$ cat config.mk
export PLATFORM = sky130hd
export DESIGN_NAME = m68k_bus_target
export DESIGN_NICKNAME = d
export VERILOG_FILES = /design/src/rtl/m68k_bus_pkg.sv /design/src/rtl/m68k_bus_target_edge_sync.sv /design/src/rtl/m68k_bus_target.sv
export SDC_FILE = /design/constraint.sdc
export NUM_CORES = 1
export LEC_CHECK = 0
export CAP_MARGIN = 20
export CORE_ASPECT_RATIO = 0.5
export CORE_MARGIN = 4
export CORE_UTILIZATION = 62
export CTS_BUF_LIST = sky130_fd_sc_hd__clkbuf_8
export DETAILED_ROUTE_END_ITERATION = 8
export DONT_BUFFER_PORTS = 1
export GPL_TIMING_DRIVEN = 0
export HOLD_SLACK_MARGIN = 0.05
export PLACE_DENSITY_LB_ADDON = 0.12
export SLEW_MARGIN = 20
export SYNTH_ARGS = -nofsm -noshare
export SYNTH_HDL_FRONTEND = slang
export SYNTH_SLANG_ARGS = --single-unit
$ cat constraint.sdc
create_clock -name c200m -period 3.04 [get_ports c200m]
set_input_delay 0.608 -clock c200m [delete_from_list [all_inputs] [get_ports c200m]]
set_output_delay 0.608 -clock c200m [all_outputs]
set_load 0.03 [all_outputs]
$ cat src/rtl/m68k_bus_pkg.sv
// Shared types and helpers for the 68000 bus target: FSM encoding, synchroniser depth, byte merge.
package m68k_bus_pkg;

  typedef enum logic [2:0] {
    ST_IDLE,
    ST_MISS,
    ST_ACCESS,
    ST_WAIT,
    ST_HOLD
  } state_t;

  localparam int SYNC_DEPTH = 3;
  localparam int WAIT_CNT_W = 8;

  // Replace only the byte lanes whose data strobe was asserted.
  function automatic logic [15:0] byte_merge(input logic [15:0] old_w,
                                             input logic [15:0] new_w,
                                             input logic        uds_n,
                                             input logic        lds_n);
    logic [15:0] m;
    m = old_w;
    if (!uds_n) m[15:8] = new_w[15:8];
    if (!lds_n) m[7:0]  = new_w[7:0];
    return m;
  endfunction

endpackage

$ cat src/rtl/m68k_bus_target_edge_sync.sv
// N-flop synchroniser; q is the two-flop synchronised level, rise/fall are one-cycle edge pulses.
module m68k_edge_sync
  import m68k_bus_pkg::*;
#(
  parameter int   N       = SYNC_DEPTH,
  parameter logic RST_VAL = 1'b0
) (
  input  logic c200m,
  input  logic reset,
  input  logic d,
  output logic q,
  output logic rise,
  output logic fall
);

  logic [N-1:0] sync_q, sync_d;

  always_comb sync_d = {sync_q[N-2:0], d};

  always_ff @(posedge c200m) begin
    if (reset) sync_q <= {N{RST_VAL}};
    else       sync_q <= sync_d;
  end

  assign q    = sync_q[N-2];
  assign rise = sync_q[N-2] & ~sync_q[N-1];
  assign fall = ~sync_q[N-2] & sync_q[N-1];

endmodule

$ cat src/rtl/m68k_bus_target.sv
// 68000 bus responder: window decode, word register file, DTACK after programmable 7 MHz waits.
// Optional macro TARGET_VPA_EN replaces DTACK with a 6800-style VPA/VMA/E cycle on hits.
module m68k_bus_target
  import m68k_bus_pkg::*;
#(
  parameter logic [23:0] BASE_ADDR   = 24'hE80000,
  parameter int          ADDR_BITS   = 4,
  parameter int          WAIT_STATES = 2
) (
  input  logic                 c200m,
  input  logic                 reset,
  input  logic                 M68K_CLK,
  input  logic [23:1]          M68K_A,
  input  logic                 M68K_AS_n,
  input  logic                 M68K_UDS_n,
  input  logic                 M68K_LDS_n,
  input  logic                 M68K_RW,
  input  logic [15:0]          M68K_D_in,
  output logic [15:0]          M68K_D_out,
  output logic                 M68K_D_oe,
  output logic                 M68K_DTACK_n,
`ifdef TARGET_VPA_EN
  output logic                 M68K_VPA_n,
  input  logic                 M68K_VMA_n,
  input  logic                 M68K_E,
`endif
  output logic                 wr_stb,
  output logic [ADDR_BITS-1:0] wr_idx,
  output logic [15:0]          wr_data
);

  localparam int NWORDS = 2**ADDR_BITS;

  logic clk_rise, clk_fall, as_s, as_rise, as_fall;
  logic [1:0][2:0] strb_q, strb_d;
  logic uds_s, lds_s, rw_s, hit;
  logic [ADDR_BITS-1:0] a_idx;

  m68k_edge_sync #(.N(SYNC_DEPTH), .RST_VAL(1'b0)) u_clk_sync (
    .c200m(c200m), .reset(reset), .d(M68K_CLK), .q(), .rise(clk_rise), .fall(clk_fall));
  m68k_edge_sync #(.N(SYNC_DEPTH), .RST_VAL(1'b1)) u_as_sync (
    .c200m(c200m), .reset(reset), .d(M68K_AS_n), .q(as_s), .rise(as_rise), .fall(as_fall));

  state_t                 state_q, state_d;
  logic [WAIT_CNT_W-1:0]  cnt_q, cnt_d;
  logic [ADDR_BITS-1:0]   acc_idx_q, acc_idx_d;
  logic                   acc_rd_q, acc_rd_d, acc_uds_n_q, acc_uds_n_d, acc_lds_n_q, acc_lds_n_d;
  logic [15:0]            acc_din_q, acc_din_d, dout_q, dout_d, merged;
  logic                   doe_q, doe_d, dtack_n_q, dtack_n_d, wr_stb_q, wr_stb_d;
  logic [ADDR_BITS-1:0]   wr_idx_q, wr_idx_d;
  logic [15:0]            wr_data_q, wr_data_d;
  logic [15:0]            rf_q [NWORDS];
  logic [15:0]            rf_d [NWORDS];

`ifdef TARGET_VPA_EN
  logic e_rise, e_fall, vma_s, vpa_n_q, vpa_n_d, vma_seen_q, vma_seen_d;
  logic [1:0] vma_q, vma_d;
  logic unused_edges;
  m68k_edge_sync #(.N(SYNC_DEPTH), .RST_VAL(1'b0)) u_e_sync (
    .c200m(c200m), .reset(reset), .d(M68K_E), .q(), .rise(e_rise), .fall(e_fall));
  assign vma_d = {vma_q[0], M68K_VMA_n};
  assign vma_s = vma_q[1];
  assign unused_edges = ^{clk_rise, clk_fall, as_rise, as_fall, e_rise};
`else
  logic unused_edges;
  assign unused_edges = ^{clk_rise, as_rise, as_fall};
`endif

  assign strb_d = {strb_q[0], {M68K_UDS_n, M68K_LDS_n, M68K_RW}};
  assign {uds_s, lds_s, rw_s} = strb_q[1];
  assign hit   = (M68K_A[23:ADDR_BITS+1] == BASE_ADDR[23:ADDR_BITS+1]);
  assign a_idx = M68K_A[ADDR_BITS:1];

  always_comb begin
    state_d     = state_q;
    cnt_d       = cnt_q;
    acc_idx_d   = acc_idx_q;
    acc_rd_d    = acc_rd_q;
    acc_uds_n_d = acc_uds_n_q;
    acc_lds_n_d = acc_lds_n_q;
    acc_din_d   = acc_din_q;
    dout_d      = dout_q;
    doe_d       = doe_q;
    dtack_n_d   = dtack_n_q;
    wr_stb_d    = 1'b0;
    wr_idx_d    = wr_idx_q;
    wr_data_d   = wr_data_q;
    rf_d        = rf_q;
    merged      = byte_merge(rf_q[acc_idx_q], acc_din_q, acc_uds_n_q, acc_lds_n_q);
`ifdef TARGET_VPA_EN
    vpa_n_d     = vpa_n_q;
    vma_seen_d  = vma_seen_q;
`endif
    case (state_q)
      ST_IDLE: begin
        // Address and write data are stable once the synchronised strobes are low.
        if (!as_s && (!uds_s || !lds_s)) begin
          acc_idx_d   = a_idx;
          acc_rd_d    = rw_s;
          acc_uds_n_d = uds_s;
          acc_lds_n_d = lds_s;
          acc_din_d   = M68K_D_in;
          state_d     = hit ? ST_ACCESS : ST_MISS;
        end
      end
      ST_MISS: if (as_s) state_d = ST_IDLE;
      ST_ACCESS: begin
        if (acc_rd_q) begin
          dout_d = rf_q[acc_idx_q];
          doe_d  = 1'b1;
        end else begin
          rf_d[acc_idx_q] = merged;
          wr_stb_d        = 1'b1;
          wr_idx_d        = acc_idx_q;
          wr_data_d       = merged;
        end
        cnt_d = WAIT_CNT_W'(WAIT_STATES);
`ifdef TARGET_VPA_EN
        vpa_n_d    = 1'b0;
        vma_seen_d = 1'b0;
`endif
        if (as_s) begin
          doe_d   = 1'b0;
`ifdef TARGET_VPA_EN
          vpa_n_d = 1'b1;
`endif
          state_d = ST_IDLE;
        end else begin
          state_d = ST_WAIT;
        end
      end
      ST_WAIT: begin
        if (as_s) begin
          doe_d   = 1'b0;
`ifdef TARGET_VPA_EN
          vpa_n_d = 1'b1;
`endif
          state_d = ST_IDLE;
`ifdef TARGET_VPA_EN
        end else if (vma_seen_q && e_fall) begin
          state_d = ST_HOLD;
        end else if (!vma_s) begin
          vma_seen_d = 1'b1;
`else
        end else if (clk_fall) begin
          if (cnt_q == '0) begin
            dtack_n_d = 1'b0;
            state_d   = ST_HOLD;
          end else begin
            cnt_d = cnt_q - WAIT_CNT_W'(1);
          end
`endif
        end
      end
      ST_HOLD: begin
        if (as_s) begin
          dtack_n_d = 1'b1;
          doe_d     = 1'b0;
`ifdef TARGET_VPA_EN
          vpa_n_d   = 1'b1;
`endif
          state_d   = ST_IDLE;
        end
      end
      default: state_d = ST_IDLE;
    endcase
  end

  always_ff @(posedge c200m) begin
    if (reset) begin
      state_q     <= ST_IDLE;
      strb_q      <= '1;
      cnt_q       <= '0;
      acc_idx_q   <= '0;
      acc_rd_q    <= 1'b1;
      acc_uds_n_q <= 1'b1;
      acc_lds_n_q <= 1'b1;
      acc_din_q   <= '0;
      dout_q      <= '0;
      doe_q       <= 1'b0;
      dtack_n_q   <= 1'b1;
      wr_stb_q    <= 1'b0;
      wr_idx_q    <= '0;
      wr_data_q   <= '0;
      for (int i = 0; i < NWORDS; i++) rf_q[i] <= '0;
`ifdef TARGET_VPA_EN
      vma_q       <= '1;
      vpa_n_q     <= 1'b1;
      vma_seen_q  <= 1'b0;
`endif
    end else begin
      state_q     <= state_d;
      strb_q      <= strb_d;
      cnt_q       <= cnt_d;
      acc_idx_q   <= acc_idx_d;
      acc_rd_q    <= acc_rd_d;
      acc_uds_n_q <= acc_uds_n_d;
      acc_lds_n_q <= acc_lds_n_d;
      acc_din_q   <= acc_din_d;
      dout_q      <= dout_d;
      doe_q       <= doe_d;
      dtack_n_q   <= dtack_n_d;
      wr_stb_q    <= wr_stb_d;
      wr_idx_q    <= wr_idx_d;
      wr_data_q   <= wr_data_d;
      rf_q        <= rf_d;
`ifdef TARGET_VPA_EN
      vma_q       <= vma_d;
      vpa_n_q     <= vpa_n_d;
      vma_seen_q  <= vma_seen_d;
`endif
    end
  end

  assign M68K_D_out   = dout_q;
  assign M68K_D_oe    = doe_q;
  assign M68K_DTACK_n = dtack_n_q;
  assign wr_stb       = wr_stb_q;
  assign wr_idx       = wr_idx_q;
  assign wr_data      = wr_data_q;
`ifdef TARGET_VPA_EN
  assign M68K_VPA_n   = vpa_n_q;
`endif

endmodule
## Yosys cells after proc, flatten, opt, wreduce, memory -nomap -nowiden

Cells that the tools add are included.

- Register bits: 340
- Input bits: 46
- Word-level logic and storage cells: 108

- Reduce and logical (&&, ||, !) cells: 21
- Multiplexer cells: 30
- $lt $le $gt $ge: 2
- Bitwise logic cells: 5
- Equal/unequal tests: 16
- $add $sub $neg: 1

Operators by type and width:

| operator | count |
|---|---|
| 256-bit bitwise mux | 1 |
| 16-bit binary-select mux with 4-bit select | 1 |
| 16-bit demux with 4-bit select | 1 |
| 16-bit two-way mux | 3 |
| 8-bit two-way mux | 5 |
| 19-bit equality test (second input constant) | 1 |
| 8-bit one-hot mux with 2 select lines | 1 |
| 3-bit two-way mux | 5 |
| 3-bit one-hot mux with 4 select lines | 1 |
| 2-bit != test (second input constant) | 5 |
| 3-bit by 2-bit != test with 1-bit output (second input constant) | 3 |
| 8-bit logical NOT | 1 |
| 1-bit two-way mux | 8 |
| 4-bit AND reduction | 2 |
| 8-bit by 1-bit subtractor with 8-bit output (second input constant) | 1 |
| 3-bit by 2-bit equality test with 1-bit output (second input constant) | 2 |
| 2-bit by 1-bit != test with 1-bit output (second input constant) | 3 |
| 2-bit AND reduction | 3 |
| 2-bit nonzero test | 3 |
| 2-bit OR reduction | 3 |
| 5-bit >= comparator (second input constant) | 1 |
| 5-bit by 1-bit < comparator with 1-bit output (second input constant) | 1 |
| 4-bit NOT with 5-bit output | 1 |
| 5-bit AND reduction | 1 |
| 11 further kinds | 18 |

## Longest topological paths before layout

Gate-level depths: netlist (run 1).

- Depth in word-level cells: 6
- Mapped depth: 8

## Cells and area by module

Synthesis (run 1) repeated with hierarchy kept, for this count alone.

- Cells, all modules: 1539
- Area total of the unflattened synthesis: 14721.6 µm²

Modules (own cells, without submodules):

| module | sequential area each (µm²) | cells each | instances | area an instance (µm²) |
|---|---|---|---|---|
| m68k_bus_target | 6706.4 | 1523 | 1 | 14537.7 |
| m68k_edge_sync at u_as_sync | 60.1 | 8 | 1 | 92.6 |
| m68k_edge_sync at u_clk_sync | 60.1 | 8 | 1 | 91.3 |

## Worst setup path before layout (run 1)

OpenSTA, ideal clock, no wires.

- Path type: register -> register
- Start: reg acc_idx_q[1]
- End: reg wr_data_q[6], in the netlist wr_data[6]
- Arrival: 1967 ps
- Period minus slack after synthesis: 2104 ps
- Data required time: 2903 ps
- Cell stages (with the launch flop): 9
- Slack: 936 ps
- Path through: dfxtp_1 buf_2 buf_2 mux2i_1 a22oi_1 a32oi_1 o31a_1 buf_2 a211oi_1

- Longest elaborated chain between the ends: 5

Ends and longest elaborated chain:

| element | RTL line | source |
|---|---|---|
| start: declaration | m68k_bus_target.sv:46 | `logic [ADDR_BITS-1:0] acc_idx_q, acc_idx_d;` |
| start signal: assignment | m68k_bus_target.sv:195 | `acc_idx_q <= acc_idx_d;` |
| 4-bit NOT with 5-bit output (not written as such) | m68k_bus_target.sv:89 | `merged = byte_merge(rf_q[acc_idx_q], acc_din_q, acc_uds_n_q, acc_lds_n_q);` |
| 16-bit binary-select mux with 4-bit select | m68k_bus_target.sv:89 |  |
| 16-bit two-way mux (not written as such) (2 in a row) | m68k_bus_target.sv:89 |  |
| 8-bit two-way mux | m68k_bus_pkg.sv:23 | `if (!lds_n) m[7:0] = new_w[7:0];` |
| end signal: assignment | m68k_bus_target.sv:205 | `wr_data_q <= wr_data_d;` |
| end: declaration | m68k_bus_target.sv:51 | `logic [15:0] wr_data_q, wr_data_d;` |

Every way passes these cells. The select of a mux whose other input is x is not followed.
A chain may end at the register's enable or synchronous reset.

## Worst setup path in the final report (run 1)

- Start: reg acc_idx_q[1]
- End: reg rf_q[130] in the netlist's numbering

- Longest elaborated chain between the ends: 6
- Elaborated cells on any way between the ends: 11

Ends and longest elaborated chain:

| element | RTL line | source |
|---|---|---|
| 4-bit NOT with 5-bit output (not written as such) * | m68k_bus_target.sv:89, m68k_bus_target.sv:112 |  |
| 5-bit >= comparator (not written as such), or another cell as far along | m68k_bus_target.sv:112 | `rf_d[acc_idx_q] = merged;` |
| 1-bit logical AND (not written as such) / 16-bit two-way mux (equally long branches) | m68k_bus_target.sv:112, m68k_bus_target.sv:89 |  |
| 16-bit two-way mux, on equally long branches | m68k_bus_target.sv:112, m68k_bus_target.sv:89 |  |
| 16-bit demux with 4-bit select / 8-bit two-way mux (equally long branches) | m68k_bus_target.sv:112, m68k_bus_pkg.sv:23 |  |
| 256-bit bitwise mux * | m68k_bus_target.sv:112 |  |
| end signal: assignment | m68k_bus_target.sv:206 | `rf_q <= rf_d;` |
| end: declaration | m68k_bus_target.sv:52 | `logic [15:0] rf_q [NWORDS];` |

Mark *: on every way between the ends. The rest lies on a longest branch, timed or not. The select of a mux whose other input is x is not followed.

==> results of run 1 <==
==> stage by stage <==
step                area [sq um]  cells  power [W]  setup WS (ns)
floorplan                  14240   1525   0.004743         0.9361
global placement           14620   1825   0.004848        -0.3945
detailed placement         14650   1830   0.004856        -0.1265
CTS                        15650   1909   0.008317       0.001959
global route               15810   1920   0.008580        -0.1207
finish                     15810   1920   0.008381       -0.07881
==> layout by cell type, fill, tap and decap left out, types with 23 or more instances in the layout <==
cell type	n
dfxtp_1	340
nor2_1	298
a211oi_1	258
mux2i_1	108
clkbuf_1	72
nand2_1	72
clkbuf_8	60
buf_2	48
a22oi_1	34
a21oi_1	33
buf_4	24
a22o_1	23
==> power by group through the flow <==
stage               registers [W]  logic, W  clock network [W]
finish                    0.00447  0.000317            0.00359
global route              0.00447  0.000324            0.00379
CTS                       0.00447  0.000289            0.00356
detailed placement        0.00457  0.000284                  0
global placement          0.00457  0.000277                  0
floorplan                 0.00457  0.000174                  0
==> cells by family after synthesis <==
group	synth area share (%)
AO/OA/AOI/OAI	24.01
buffers and inverters	4.841
multiplexers	9.172
flip-flops	47.79
AND/OR/NAND/NOR	13.70
XOR/XNOR	0.3075
adder cells (fa/ha/maj)	0.1757
==> what timing repair did <==
action / CTS / global route
hold endpoints to repair: 0 / 0
resized for setup: 6 / 28
setup endpoints to repair: 51 / 135
pin swaps: 0 / 6
buffers inserted: 0 / 11
==> critical path, cell delays in order (launching register included) <==
cell,delay (ns)
dfxtp_1,0.30
buf_2,0.22
buf_2,0.47
mux2i_1,0.35
a22oi_1,0.19
a32oi_2,0.76
o31a_1,0.25
buf_2,0.29
a211oi_1,0.12
==> per-layer routing <==
layer | part of all wire [%] | vias up | global-route usage [%]
met5 | 0.11 | - | 0
li1 | - | 5685 | -
met3 | 14 | 143 | 14.90
met4 | 3.1 | 2 | 11.04
met2 | 42 | 814 | 55.97
met1 | 41 | 6265 | 50.43
==> area by class of cell <==
type	instances	share of cell area (%)
well taps	300	2.375
plain buffers	147	4.298
flip-flops and latches	340	43.06
repair buffers	16	0.7440
clock buffers	60	5.224
inverters	6	0.1425
multi-input cells	1032	43.51
clock inverters	19	0.6490
==> sequential cells by signal, summed over array words and instances (netlist names), 2 cells and up <==
signal             count
u_clk_sync.sync_q      3
wr_data               16
state_q                3
acc_idx_q              4
cnt_q                  8
M68K_D_out            16
rf_q                 256
u_as_sync.sync_q       2
strb_d                 3
acc_din_q             16
wr_idx                 4
==> worst max path at each step <==
stage / cells after the start / to / from
after global placement: 8 / wr_data[6]$_SDFFE_PP0P_ / acc_idx_q[1]$_SDFFE_PP0P_
after global routing: 6 / wr_data[1]$_SDFFE_PP0P_ / acc_lds_n_q$_SDFFE_PP1P_
after detailed placement: 8 / rf_q[56]$_SDFFE_PP0P_ / acc_idx_q[1]$_SDFFE_PP0P_
after floorplan: 8 / wr_data[6]$_SDFFE_PP0P_ / acc_idx_q[1]$_SDFFE_PP0P_
after CTS: 8 / rf_q[55]$_SDFFE_PP0P_ / acc_idx_q[1]$_SDFFE_PP0P_
final: 8 / rf_q[130]$_SDFFE_PP0P_ / acc_idx_q[1]$_SDFFE_PP0P_
==> results.toml, run 1 <==
[timing]
maxSlewHeadroom_pct = 27.29
grt_setup_unrepaired = "yes"
clock_skew_ns = 0.01461
fin_crit_sh_pct = 102.6
finalSetupViolations = 24
min_period_ns = 3.119
timing.final.ws_setup_ns = -0.07881
slew_violations = 0
fmax_mhz = 320.6
worst_slew_pin_slew_ns = 1.087
fin_tns_setup_ns = -0.7382
hold_ws_ns = 0.1298
hold_viol_final = 0

[logic_synthesis]
ys_ff_latch = 340
synth-seq-area-share_pct = 47.79
synthCells = 1525
ys.warnings.count = 0
synth_area_leader_cell = "dfxtp_1"
synth_area_sq_um = 14240
ys_types = 55
yosysMostFrequentCell = "dfxtp_1"
synth_area_leaders = "dfxtp_1 (48%), a211oi_1 (14%), nor2_1 (7.9%)"
synth_edf_count = 0
synthArstFlopShare_pct = 0
syn_area_per_cell_sq_um = 9.339
syn_nets = 1573
yosysTopAreaCellShare_pct = 47.79
ys.flop_type = "dfxtp_1"
synthTopCellsByCount = "dfxtp_1 (340), nor2_1 (299), a211oi_1 (258), mux2i_1 (108), clkbuf_1 (82)"

[worst_hold_path]
min_from = "M68K_LDS_n"
hold_depth = 1
hold_end = "strb_d[4]$_SDFF_PP1_"
hp-class = "in -> reg"

[layout]
regArea_sq_um = 6807
drive_gt1_share_pct = 13.46
antenna_cells = 0
nets = 1636
syn2layout_area_growth_pct = 10.99
fill_cells = 1721
multi_input_area_sq_um = 6878
fin_util_pct = 71.50

[place]
gp_congestion = 1.050
dpl.hpwl_um = 35060
portBuffers = 0

[pwr]
power_density_nw_per_um2 = 530.2
power_frac_seq_pct = 53.3
p_int_w = 0.006381
power_frac_clock_pct = 42.9
switching_share_pct = 23.87
p_switching_w = 0.002001
vdd_drop_max_v = 0.0004292
p_leak_nw = 4.946
p_comb_share_pct = 3.8

[routing]
routedWlPerCell_um = 25.68
antenna_left = 0
drc_errors = 0
vias = 12910
drtIter0Drc = 1844
wl_um = 49310
first_pass_iters = 7
vias_per_cell = 6.723

[clock_network]
cts_buffers = 45
ctsHoldBuffers = 0
htree_levels = 2
root_buffer = "clkbuf_8"
cts.clk_slew.worst_paths_ns = 0.07
clk_path_buf_depth = 3
clock_latency_ns = 0.58
cts.sinks = 340
cts_tree = "built"

[setup_path]
critPathArrivalTime_ns = 3.54
r2r-end = "rf_q[130]$_SDFFE_PP0P_"
critPathKind = "reg -> reg"
cp_max_fo = 10
startpoint_type = "flip-flop"
cp.required_ns = 3.46
r2r_cells = 8
cp-end-kind = "flip-flop"
r2r_setup_slack_ns = -0.08
r2r-start = "acc_idx_q[1]$_SDFFE_PP0P_"

[global_route]
grt_pass1_vias = 12080
grt_max_degree = 11
grt_first_pass_wirelength_um = 73120
track_usage_pct = 37.36
antenna_found_initial = 1
overflow = 0

[floorplanning]
die_w_um = 222.3
rows = 38
fp.dieH_um = 115.2
coreArea_sq_um = 22110
ios = 85
fp.dieArea_sq_um = 25610
initial_core_util_pct = 64.42

[status]
violations = "negative setup slack"
status = "finished with violations"

[flow_run]
drv_cap = 0
Note: power is estimated with default switching activity, not from simulation.
==> run 2, diff against run 1 <==
==> constraint.sdc (replaced) <==
create_clock -name c200m -period 3.04 [get_ports c200m]
set_input_delay 0.608 -clock c200m [delete_from_list [all_inputs] [get_ports c200m]]
set_output_delay 0.608 -clock c200m [all_outputs]
set_load 0.005 [all_outputs]
==> results of run 2 <==
The final DEF is identical to that of run 1; final timing and power are the same.
